## config.mk

```make
export PLATFORM = sky130hd
export DESIGN_NAME = key_event_decoder
export DESIGN_NICKNAME = d
export VERILOG_FILES = /design/src/rtl/key_event_decoder.sv
export SDC_FILE = /design/constraint.sdc
export NUM_CORES = 1
export LEC_CHECK = 0
export CAP_MARGIN = 20
export CORE_ASPECT_RATIO = 1.75
export CORE_UTILIZATION = 45
export CTS_BUF_LIST = sky130_fd_sc_hd__clkbuf_8
export DETAILED_ROUTE_END_ITERATION = 16
export GPL_ROUTABILITY_DRIVEN = 1
export PLACE_DENSITY = 0.77
export SYNTH_ARGS = -nofsm -noshare
export SYNTH_HDL_FRONTEND = slang
export SYNTH_SLANG_ARGS = --single-unit
```

## constraint.sdc

```tcl
create_clock -name CLK -period 2.5 [get_ports CLK]
set_clock_uncertainty 0.05 [all_clocks]
set_input_delay 0.625 -clock CLK [delete_from_list [all_inputs] [get_ports CLK]]
set_output_delay 0.625 -clock CLK [all_outputs]
set_load 0.05 [all_outputs]
```

## src/rtl/key_event_decoder.sv

```systemverilog
// Key event decoder: press, release, long-press and auto-repeat pulses for a 4-key pad.
// Define KEY_REPEAT_EN to build the auto-repeat counter; otherwise repeat_pulse is tied low.
module key_event_decoder #(
    parameter int LONG_CYCLES   = 50_000_000,
    parameter int REPEAT_CYCLES = 10_000_000
) (
    input  logic       CLK,
    input  logic       RSTn,
    input  logic [3:0] key_value,
    output logic [3:0] press_pulse,
    output logic [3:0] release_pulse,
    output logic [3:0] long_pulse,
    output logic [3:0] repeat_pulse,
    output logic       key_active,
    output logic [1:0] key_code
);

    localparam int HW = $clog2(LONG_CYCLES);

    if (LONG_CYCLES < 2 || REPEAT_CYCLES < 2) begin : g_param_check
        $error("key_event_decoder: LONG_CYCLES and REPEAT_CYCLES must be >= 2");
    end

    typedef enum logic [1:0] {
        IDLE,
        HELD,
        LONG
    } state_t;

    state_t        state, state_nx;
    logic [3:0]    k_q;
    logic [HW-1:0] hold_cnt, hold_nx;
    logic [3:0]    press_nx, release_nx, long_nx;
    logic          active_nx;
    logic [1:0]    code_nx;
    logic [1:0]    low_idx;
    logic          held;

`ifdef KEY_REPEAT_EN
    localparam int RW = $clog2(REPEAT_CYCLES);
    logic [RW-1:0] rep_cnt, rep_nx;
    logic [3:0]    repeat_nx;
`endif

    assign held = k_q[key_code];

    // Later assignments win, so the lowest set index is selected.
    always_comb begin
        low_idx = 2'd0;
        if (k_q[3]) low_idx = 2'd3;
        if (k_q[2]) low_idx = 2'd2;
        if (k_q[1]) low_idx = 2'd1;
        if (k_q[0]) low_idx = 2'd0;
    end

    always_comb begin
        state_nx   = state;
        hold_nx    = hold_cnt;
        press_nx   = '0;
        release_nx = '0;
        long_nx    = '0;
        active_nx  = key_active;
        code_nx    = key_code;
`ifdef KEY_REPEAT_EN
        rep_nx     = rep_cnt;
        repeat_nx  = '0;
`endif
        unique case (state)
            IDLE: begin
                if (|k_q) begin
                    state_nx          = HELD;
                    code_nx           = low_idx;
                    active_nx         = 1'b1;
                    press_nx[low_idx] = 1'b1;
                    hold_nx           = '0;
                end
            end
            HELD: begin
                if (!held) begin
                    release_nx[key_code] = 1'b1;
                    active_nx            = 1'b0;
                    state_nx             = IDLE;
                end else if (hold_cnt == HW'(LONG_CYCLES - 1)) begin
                    long_nx[key_code] = 1'b1;
                    state_nx          = LONG;
`ifdef KEY_REPEAT_EN
                    rep_nx            = '0;
`endif
                end else begin
                    hold_nx = hold_cnt + 1'b1;
                end
            end
            LONG: begin
                if (!held) begin
                    release_nx[key_code] = 1'b1;
                    active_nx            = 1'b0;
                    state_nx             = IDLE;
                end
`ifdef KEY_REPEAT_EN
                else if (rep_cnt == RW'(REPEAT_CYCLES - 1)) begin
                    repeat_nx[key_code] = 1'b1;
                    rep_nx              = '0;
                end else begin
                    rep_nx = rep_cnt + 1'b1;
                end
`endif
            end
            default: state_nx = IDLE;
        endcase
    end

    always_ff @(posedge CLK) begin
        if (RSTn) begin
            state         <= IDLE;
            k_q           <= '0;
            hold_cnt      <= '0;
            press_pulse   <= '0;
            release_pulse <= '0;
            long_pulse    <= '0;
            key_active    <= 1'b0;
            key_code      <= '0;
        end else begin
            state         <= state_nx;
            k_q           <= key_value;
            hold_cnt      <= hold_nx;
            press_pulse   <= press_nx;
            release_pulse <= release_nx;
            long_pulse    <= long_nx;
            key_active    <= active_nx;
            key_code      <= code_nx;
        end
    end

`ifdef KEY_REPEAT_EN
    always_ff @(posedge CLK) begin
        if (RSTn) begin
            rep_cnt      <= '0;
            repeat_pulse <= '0;
        end else begin
            rep_cnt      <= rep_nx;
            repeat_pulse <= repeat_nx;
        end
    end
`else
    assign repeat_pulse = '0;
`endif

endmodule

```

Word-level counts from Yosys, hierarchy flattened
Index checks and enable logic that the tools add are counted.
{"block": "word_totals", "output_inout_bits": 19, "reg_bits": 47}
{"block": "classes", "bitwise": 6, "muxes": 22, "n_reduce_logical": 14, "add_sub_neg": 1, "eq_ne": 9, "n_lt_le_gt_ge": 4}
{"operator": "$mux W26", "count": 3}
{"operator": "$pmux W26 S2", "count": 1}
{"operator": "$add A26 B1 Y26 const B", "count": 1}
{"operator": "$eq A26 B26 Y1 const B", "count": 1}
{"operator": "$mux W2", "count": 8}
{"operator": "$ne A2 B2 Y1 const B", "count": 5}
{"operator": "$reduce_or A4 Y1", "count": 2}
{"operator": "$lt A2 B3 Y1 const B", "count": 2}
{"operator": "$not A1 Y1", "count": 6}
{"operator": "$pmux W2 S3", "count": 1}
{"operator": "$reduce_and A3 Y1", "count": 2}
{"operator": "$reduce_or A3 Y1", "count": 2}
{"operator": "$mux W1", "count": 5}
{"operator": "$demux W1 S2", "count": 2}
{"operator": "$ge A2 B1 Y1 const B", "count": 2}
{"operator": "$reduce_and A4 Y1", "count": 1}
{"operator": "$reduce_bool A2 Y1", "count": 2}
{"operator": "$ne A3 B3 Y1 const B", "count": 1}
{"operator": "$bmux W1 S2", "count": 1}
{"operator": "$eq A2 B1 Y1 const B", "count": 1}
{"operator": "$eq A2 B2 Y1 const B", "count": 1}
{"operator": "$logic_and A1 B1 Y1", "count": 2}
{"operator": "$logic_not A2 Y1", "count": 1}
{"operator": "$pmux W1 S2", "count": 1}
{"operator": "other kinds (2)", "count": 2}

Depth between registers and ports, before layout
Gate-level depths: netlist of the first run.
{"block": "depth", "word_depth": 8, "depth_mapped": 10, "ltp_nobuf": 7}

Least setup slack after synthesis of the first run
No wires, ideal clock.
{"block": "synth_path", "kind": "register -> register", "startpoint": "register key_code[0]", "endpoint": "register hold_cnt[0]", "arrival_time_ps": 2113, "path_stages_with_launch": 6, "period_less_slack_ps": 2222, "path_buffers": 0, "setup_time_ps": 59, "path_slack_ps": 278, "cell_sequence": "dfxtp_1 mux4_2 mux2i_1 nor2_1 o22ai_1 mux2_2"}
{"block": "synth_between", "elab_chain_cells": 4}
{"item": "start, declared", "line": "15", "source": "output logic [1:0] key_code"}
{"item": "start signal, assigned", "line": "130", "source": "key_code <= code_nx;"}
{"item": "$bmux W1 S2", "line": "45", "source": "assign held = k_q[key_code];"}
{"item": "$mux W1 (implied by the code)", "line": "45"}
{"item": "$ne A2 B2 Y1 (no source line)"}
{"item": "$reduce_and A4 Y1 (no source line)"}
{"item": "end signal, assigned", "line": "125", "source": "hold_cnt <= hold_nx;"}
{"item": "end, declared", "line": "32", "source": "logic [HW-1:0] hold_cnt, hold_nx;"}
Every way passes these cells. The select of a mux whose other input is x is not followed.
A chain may end at the register's enable or synchronous reset.

Final worst setup path of the first run
{"block": "layout_path", "startpoint": "register key_code[0]", "endpoint": "output port key_code[0]"}
No word-level cell between the ends.

==> results of run 1 <==
metrics by stage:
step | area (um2) | power, W | utilization (%)
3_5_place_dp | 2590 | 0.001087 | 52.04
5_1_grt | 2723 | 0.001791 | 54.70
6_report | 2723 | 0.001727 | 54.70
3_3_place_gp | 2590 | 0.001084 | 52.04
4_1_cts | 2723 | 0.001735 | 54.70
2_1_floorplan | 2356 | 0.001020 | -
power by group:
| part | leakage, nW | switching, W | internal, W | total, W |
|---|---|---|---|---|
| logic | 0.548 | 0.000179 | 0.0000970 | 0.000276 |
| registers | 0.381 | 0.0000242 | 0.000771 | 0.000795 |
| clock network | 0.0695 | 0.000260 | 0.000396 | 0.000656 |
| total | 0.999 | 0.000464 | 0.00126 | 0.00173 |
final cells by class:
| class | count | area [um2] | share of cell area (%) |
|---|---|---|---|
| clock inverter | 3 | 63.81 | 2.344 |
| tap | 54 | 67.56 | 2.482 |
| timing repair buffer | 34 | 305.3 | 11.21 |
| multi-input combinational | 203 | 1246 | 45.77 |
| inverter | 8 | 30.03 | 1.103 |
| clock buffer | 5 | 68.82 | 2.528 |
| sequential | 47 | 940.9 | 34.56 |
layout by cell type, fill, tap and decap left out, types with 6 or more instances in the layout:
| cell | count |
|---|---|
| a21oi_1 | 21 |
| and3_1 | 6 |
| nand3_1 | 10 |
| inv_1 | 9 |
| nand2_1 | 27 |
| and2_1 | 7 |
| nor4_1 | 6 |
| clkdlybuf4s50_1 | 20 |
| a31oi_1 | 13 |
| dfxtp_1 | 47 |
| nor3_1 | 6 |
| nor2_1 | 21 |
| o21a_1 | 6 |
| o21ai_0 | 10 |
| nand4_1 | 13 |
| nor2b_1 | 7 |
| buf_4 | 14 |
state kept, by name, indices dropped and copies added (netlist names):
register	cells
hold_cnt	26
k_q	4
key_active	1
key_code	2
long_pulse	4
press_pulse	4
release_pulse	4
state	2
cell families (layout without fill, tap and decap cells):
family / after synthesis / after routing / synth area share (%)
other cells: 1 / 4 / 0.1599
buf+inv: 25 / 50 / 7.203
fa+ha+maj: 5 / 5 / 2.668
mux: 4 / 4 / 2.294
flops: 47 / 47 / 40.13
simple gates: 121 / 121 / 28.23
compound gates: 69 / 69 / 19.32
routing by layer:
layer / global-route usage [%] / wire [um]
met1: 21.77 / 2050
met2: 36.92 / 2903
met3: 3.862 / 187
met4: 15.76 / 276
met5: 0 / 0
worst max-delay path by stage:
stage                                endpoint                     start
finish                            key_code[0]  key_code[0]$_SDFFE_PP0N_
global route                      key_code[0]  key_code[0]$_SDFFE_PP0N_
CTS                               key_code[0]  key_code[0]$_SDFFE_PP0N_
detailed placement  hold_cnt[25]$_SDFFE_PP0P_                      RSTn
global placement     hold_cnt[4]$_SDFFE_PP0P_                      RSTn
floorplan            hold_cnt[0]$_SDFFE_PP0P_  key_code[0]$_SDFFE_PP0N_
==> results.yml, run 1 <==
drt:
  wl_um: 5417
  drt_pass1_iterations: 5
  avgViaCountPerCell: 5.977
  avgRoutedWirePerCell_um: 15.30
  ant_nets: 0
  drtIter0Drc: 83
  drc: 0
  vias: 2116
timing:
  fmax_mhz: 427.6
  layout_setup_ws_ns: 0.1613
  finalSetupTns_ns: 0
  drv_slew: 0
  worst_slew_pin_slew_ns: 0.5560
  maxSlewHeadroom_pct: 62.59
  setup_viol: 0
  whs_ns: 0.4507
  rsz0062_at_grt: "false"
  period_share_pct: 93.55
  fin_crit_ns: 2.339
  hold_viol: 0
clock_tree:
  root_buffer: "clkbuf_8"
  cts_tree: "built"
  clk_path_buf_depth: 2
  numClockSinks: 47
  clkTransAtPathRegs_ns: 0.09
  cts_made_buffers: 5
  cts_hold_buf: 0
  post_cts_resized: 0
  clk_latency_ns: 0.30
  cts_setup_buffers: 0
  htreeDepth: 2
placement:
  dpl.cell_count: 346
  hpwl_um: 3991
  place_ws_ns: 0.1632
  io_buffers: 20
  gp_congestion: 0.8868
hold_path:
  min_path_cells: 1
  hp-start: "hold_cnt[20]$_SDFFE_PP0P_"
  whs_endpoint: "hold_cnt[20]$_SDFFE_PP0P_"
  hp-class: "reg2reg"
global_route:
  antenna_found_initial: 0
  grt_max_degree: 23
  grtUsageTotal_pct: 21.22
  gr-total-overflow: 0
  grt_pass1_wl_um: 9108
  grt_pass1_vias: 2011
power:
  p_leak_nw: 0.9992
  ir_drop_mv: 0.4162
  cellPowerDensity_mw_per_mm2: 634.4
critical_path:
  startpoint_type: "flop"
  cp_slowest_stage_delay_ns: 0.86
  crit_cells: 1
  cp_data_arrival_time_ns: 1.66
  critPathBufInv: 1
  crit_path_max_fanout: 8
  cp-end-kind: "primary output"
  reg2reg_from: "hold_cnt[8]$_SDFFE_PP0P_"
  path_cells: "clkdlybuf4s50_1"
  rr_worst_depth: 6
  worstPathRequired_ns: 1.82
  rr_endpoint: "hold_cnt[10]$_SDFFE_PP0P_"
  slowest_stage: "clkdlybuf4s50_1"
  critPathKind: "reg2out"
  worst-r2r-setup-slack_ns: 0.18
  crit_family: "buffers and inverters"
yosys:
  yosysMostFrequentCell: "dfxtp_1"
  avgSynthCellArea_um2: 8.620
  synth_top_cell_by_area: "dfxtp_1"
  synthTopCellsByArea: "dfxtp_1 (40%), a21oi_1 (4.5%), nand2_1 (4.3%)"
  synth-seq-cells: 47
  synthArstFlopShare_pct: 0
  synth_edf_count: 0
  ys_seq_area_share_pct: 40.13
  yosysWarnings: 0
  synth_top_area_share_pct: 40.13
  ys.flop_type: "dfxtp_1"
  synthCells: 272
  yosys-top-cells-count: "dfxtp_1 (47), nand2_1 (27), a21oi_1 (21), nor2_1 (21)"
  ys_types: 50
  syn_area_mm2: 0.002345
floorplanning:
  die_area_mm2: 0.005515
  io_pins: 25
  fp-row-count: 34
  chipWidth_um: 56.57
  coreArea_mm2: 0.004977
  initial_utilization_pct: 47.11
  die_h_um: 97.49
final_layout:
  syn2layout_area_growth_pct: 16.12
  drive_gt1_share_pct: 10.33
  antenna_cells: 0
  nFillCells: 435
  finalNonFillerCells: 354
  nets: 310
outcome:
  outcome: "completed"
job:
  maxCapViolCount: 0
Note: power is estimated with default switching activity, not from simulation.
==> run 2, diff against run 1 <==
CORE_MARGIN = 3   (was default)
==> run 2 against run 1 <==
Register-to-register slack worse by 0.03 ns. First-iteration DRC count grew 81%. Via count fell by 0.43%.
==> results.yml, run 2 (synthesized netlist as in run 1, its figures left out) <==
outcome:
  outcome: "completed"
global_route:
  gr-total-overflow: 0
  gr-usage-met1_pct: 20.02
  grt_pass1_vias: 2053
  grtUsageMet3_pct: 3.954
  grtUsageTotal_pct: 19.71
  busiest_layer: "met2"
  grt_pass1_wl_um: 9211
  antenna_found_initial: 0
  met2_usage_pct: 33.88
  grt_max_degree: 23
placement:
  post_dp_cell_area_mm2: 0.002590
  io_buffers: 20
  gp_congestion: 0.9158
  hpwl_um: 4073
drt:
  drc: 0
  ant_nets: 0
  avgRoutedWirePerCell_um: 15.37
  vias: 2107
  drtIter0Drc: 150
  avgViaCountPerCell: 5.952
  drt_pass1_iterations: 6
  wl_um: 5442
critical_path:
  cp_slowest_stage_delay_ns: 0.59
  startpoint_type: "flop"
  critPathKind: "reg2reg"
  worstPathRequired_ns: 2.64
  path_cells: "or4b_4 > nor4_4 > a21oi_1 > buf_4 > and3_1 > a221o_1"
  cp_data_arrival_time_ns: 2.50
  crit_path_max_fanout: 9
  cp-end-kind: "flop"
  slowest_stage: "or4b_4"
timing:
  drv_slew: 0
  fmax_mhz: 424.9
  maxSlewHeadroom_pct: 62.34
  rsz0062_at_grt: "false"
  finalSetupTns_ns: 0
  worst_slew_pin_slew_ns: 0.5597
  fin_crit_ns: 2.354
  period_share_pct: 94.14
  setup_viol: 0
  hold_viol: 0
power:
  ir_drop_mv: 0.3196
  internal_power_w: 0.001094
  cellPowerDensity_mw_per_mm2: 581.8
  combPwrFrac_pct: 17.7
  p_clk_share_pct: 31.4
  swShare_pct: 30.07
  switching_power_w: 0.0004704
  p_leak_nw: 0.9770
  pwr-share-seq_pct: 50.9
clock_tree:
  cts_made_buffers: 5
  clk_latency_ns: 0.30
  root_buffer: "clkbuf_8"
  clkTransAtPathRegs_ns: 0.09
  cts_tree: "built"
  htreeDepth: 2
  clk_path_buf_depth: 2
  post_cts_resized: 0
  numClockSinks: 47
  cts_setup_buffers: 0
  cts_hold_buf: 0
final_layout:
  final_cell_mix: "dfxtp_1 (47), nand2_1 (27), a21oi_1 (21), nor2_1 (21), clkdlybuf4s50_1 (20)"
  syn2layout_area_growth_pct: 14.67
  final_common_cell: "dfxtp_1"
  drive_gt1_share_pct: 10.67
  fin_area_mm2: 0.002689
  antenna_cells: 0
  nets: 310
  top_register: "hold_cnt"
  largest_register_ffs: 26
floorplanning:
  io_pins: 25
  die_h_um: 101.5
  die_area_mm2: 0.006147
  fp-row-count: 34
  initial_utilization_pct: 46.71
  chipWidth_um: 60.57
  coreArea_mm2: 0.005020
hold_path:
  hp-class: "reg2reg"
job:
  maxCapViolCount: 0
==> run 2: cell types whose count changed in the layout (fill, tap and decap cells not counted), sizes merged <==
cell / before / now
clkinv: 0 / 1
inv: 9 / 8
clkbuf: 5 / 6
clkinvlp: 0 / 1
bufinv: 2 / 0
==> run 2: power by group through the flow <==
stage	Combinational, W	Clock, W	Sequential (W)
4_1_cts	0.000276	0.000500	0.000797
5_1_grt	0.000307	0.000530	0.000802
3_5_place_dp	0.000275	0	0.000814
6_report	0.000277	0.000492	0.000796
2_1_floorplan	0.000172	0	0.000848
3_3_place_gp	0.000272	0	0.000813
==> run 2: worst paths after layout <==
path	from	slack, ns	endpoint	cells after the start
max	hold_cnt[8]$_SDFFE_PP0P_	0.15	hold_cnt[10]$_SDFFE_PP0P_	6
max reg2reg	hold_cnt[8]$_SDFFE_PP0P_	0.15	hold_cnt[10]$_SDFFE_PP0P_	6
min reg2reg	hold_cnt[25]$_SDFFE_PP0P_	0.44	hold_cnt[25]$_SDFFE_PP0P_	1
min	hold_cnt[25]$_SDFFE_PP0P_	0.44	hold_cnt[25]$_SDFFE_PP0P_	1
==> run 2: per-stage QoR <==
stage / setup WS, ns / utilization (%) / hold WS, ns / total power [W] / instances
2_1_floorplan: 0.2779 / - / 0.3890 / 0.001020 / 275
3_3_place_gp: 0.1925 / 51.60 / 0.4111 / 0.001085 / 346
3_5_place_dp: 0.1698 / 51.60 / 0.4166 / 0.001089 / 346
4_1_cts: 0.1253 / 53.56 / 0.4325 / 0.001573 / 354
5_1_grt: 0.04356 / 53.56 / 0.4651 / 0.001638 / 354
6_report: 0.1465 / 53.56 / 0.4367 / 0.001564 / 354
==> run 2: critical path, delay by kind of cell, from the launching register on <==
kind,cells,cell delay (ns)
AND/OR/NAND/NOR,3,1.18
AO/OA/AOI/OAI,2,0.42
flip-flops,1,0.40
buffers and inverters,1,0.20
==> run 2: cell type report <==
cell class	instances	area, um2
clock buffer	6	82.58
timing repair buffer	34	305.3
multi-input combinational	203	1246
sequential	47	940.9
tap	54	67.56
fill	462	2331
clock inverter	2	16.27
inverter	8	30.03
==> run 2: per-layer routing <==
metal  wire, um  part of all wire, %
met5          0                    0
met4        265                  4.9
met3        185                  3.4
met2       2924                   54
met1       2068                   38
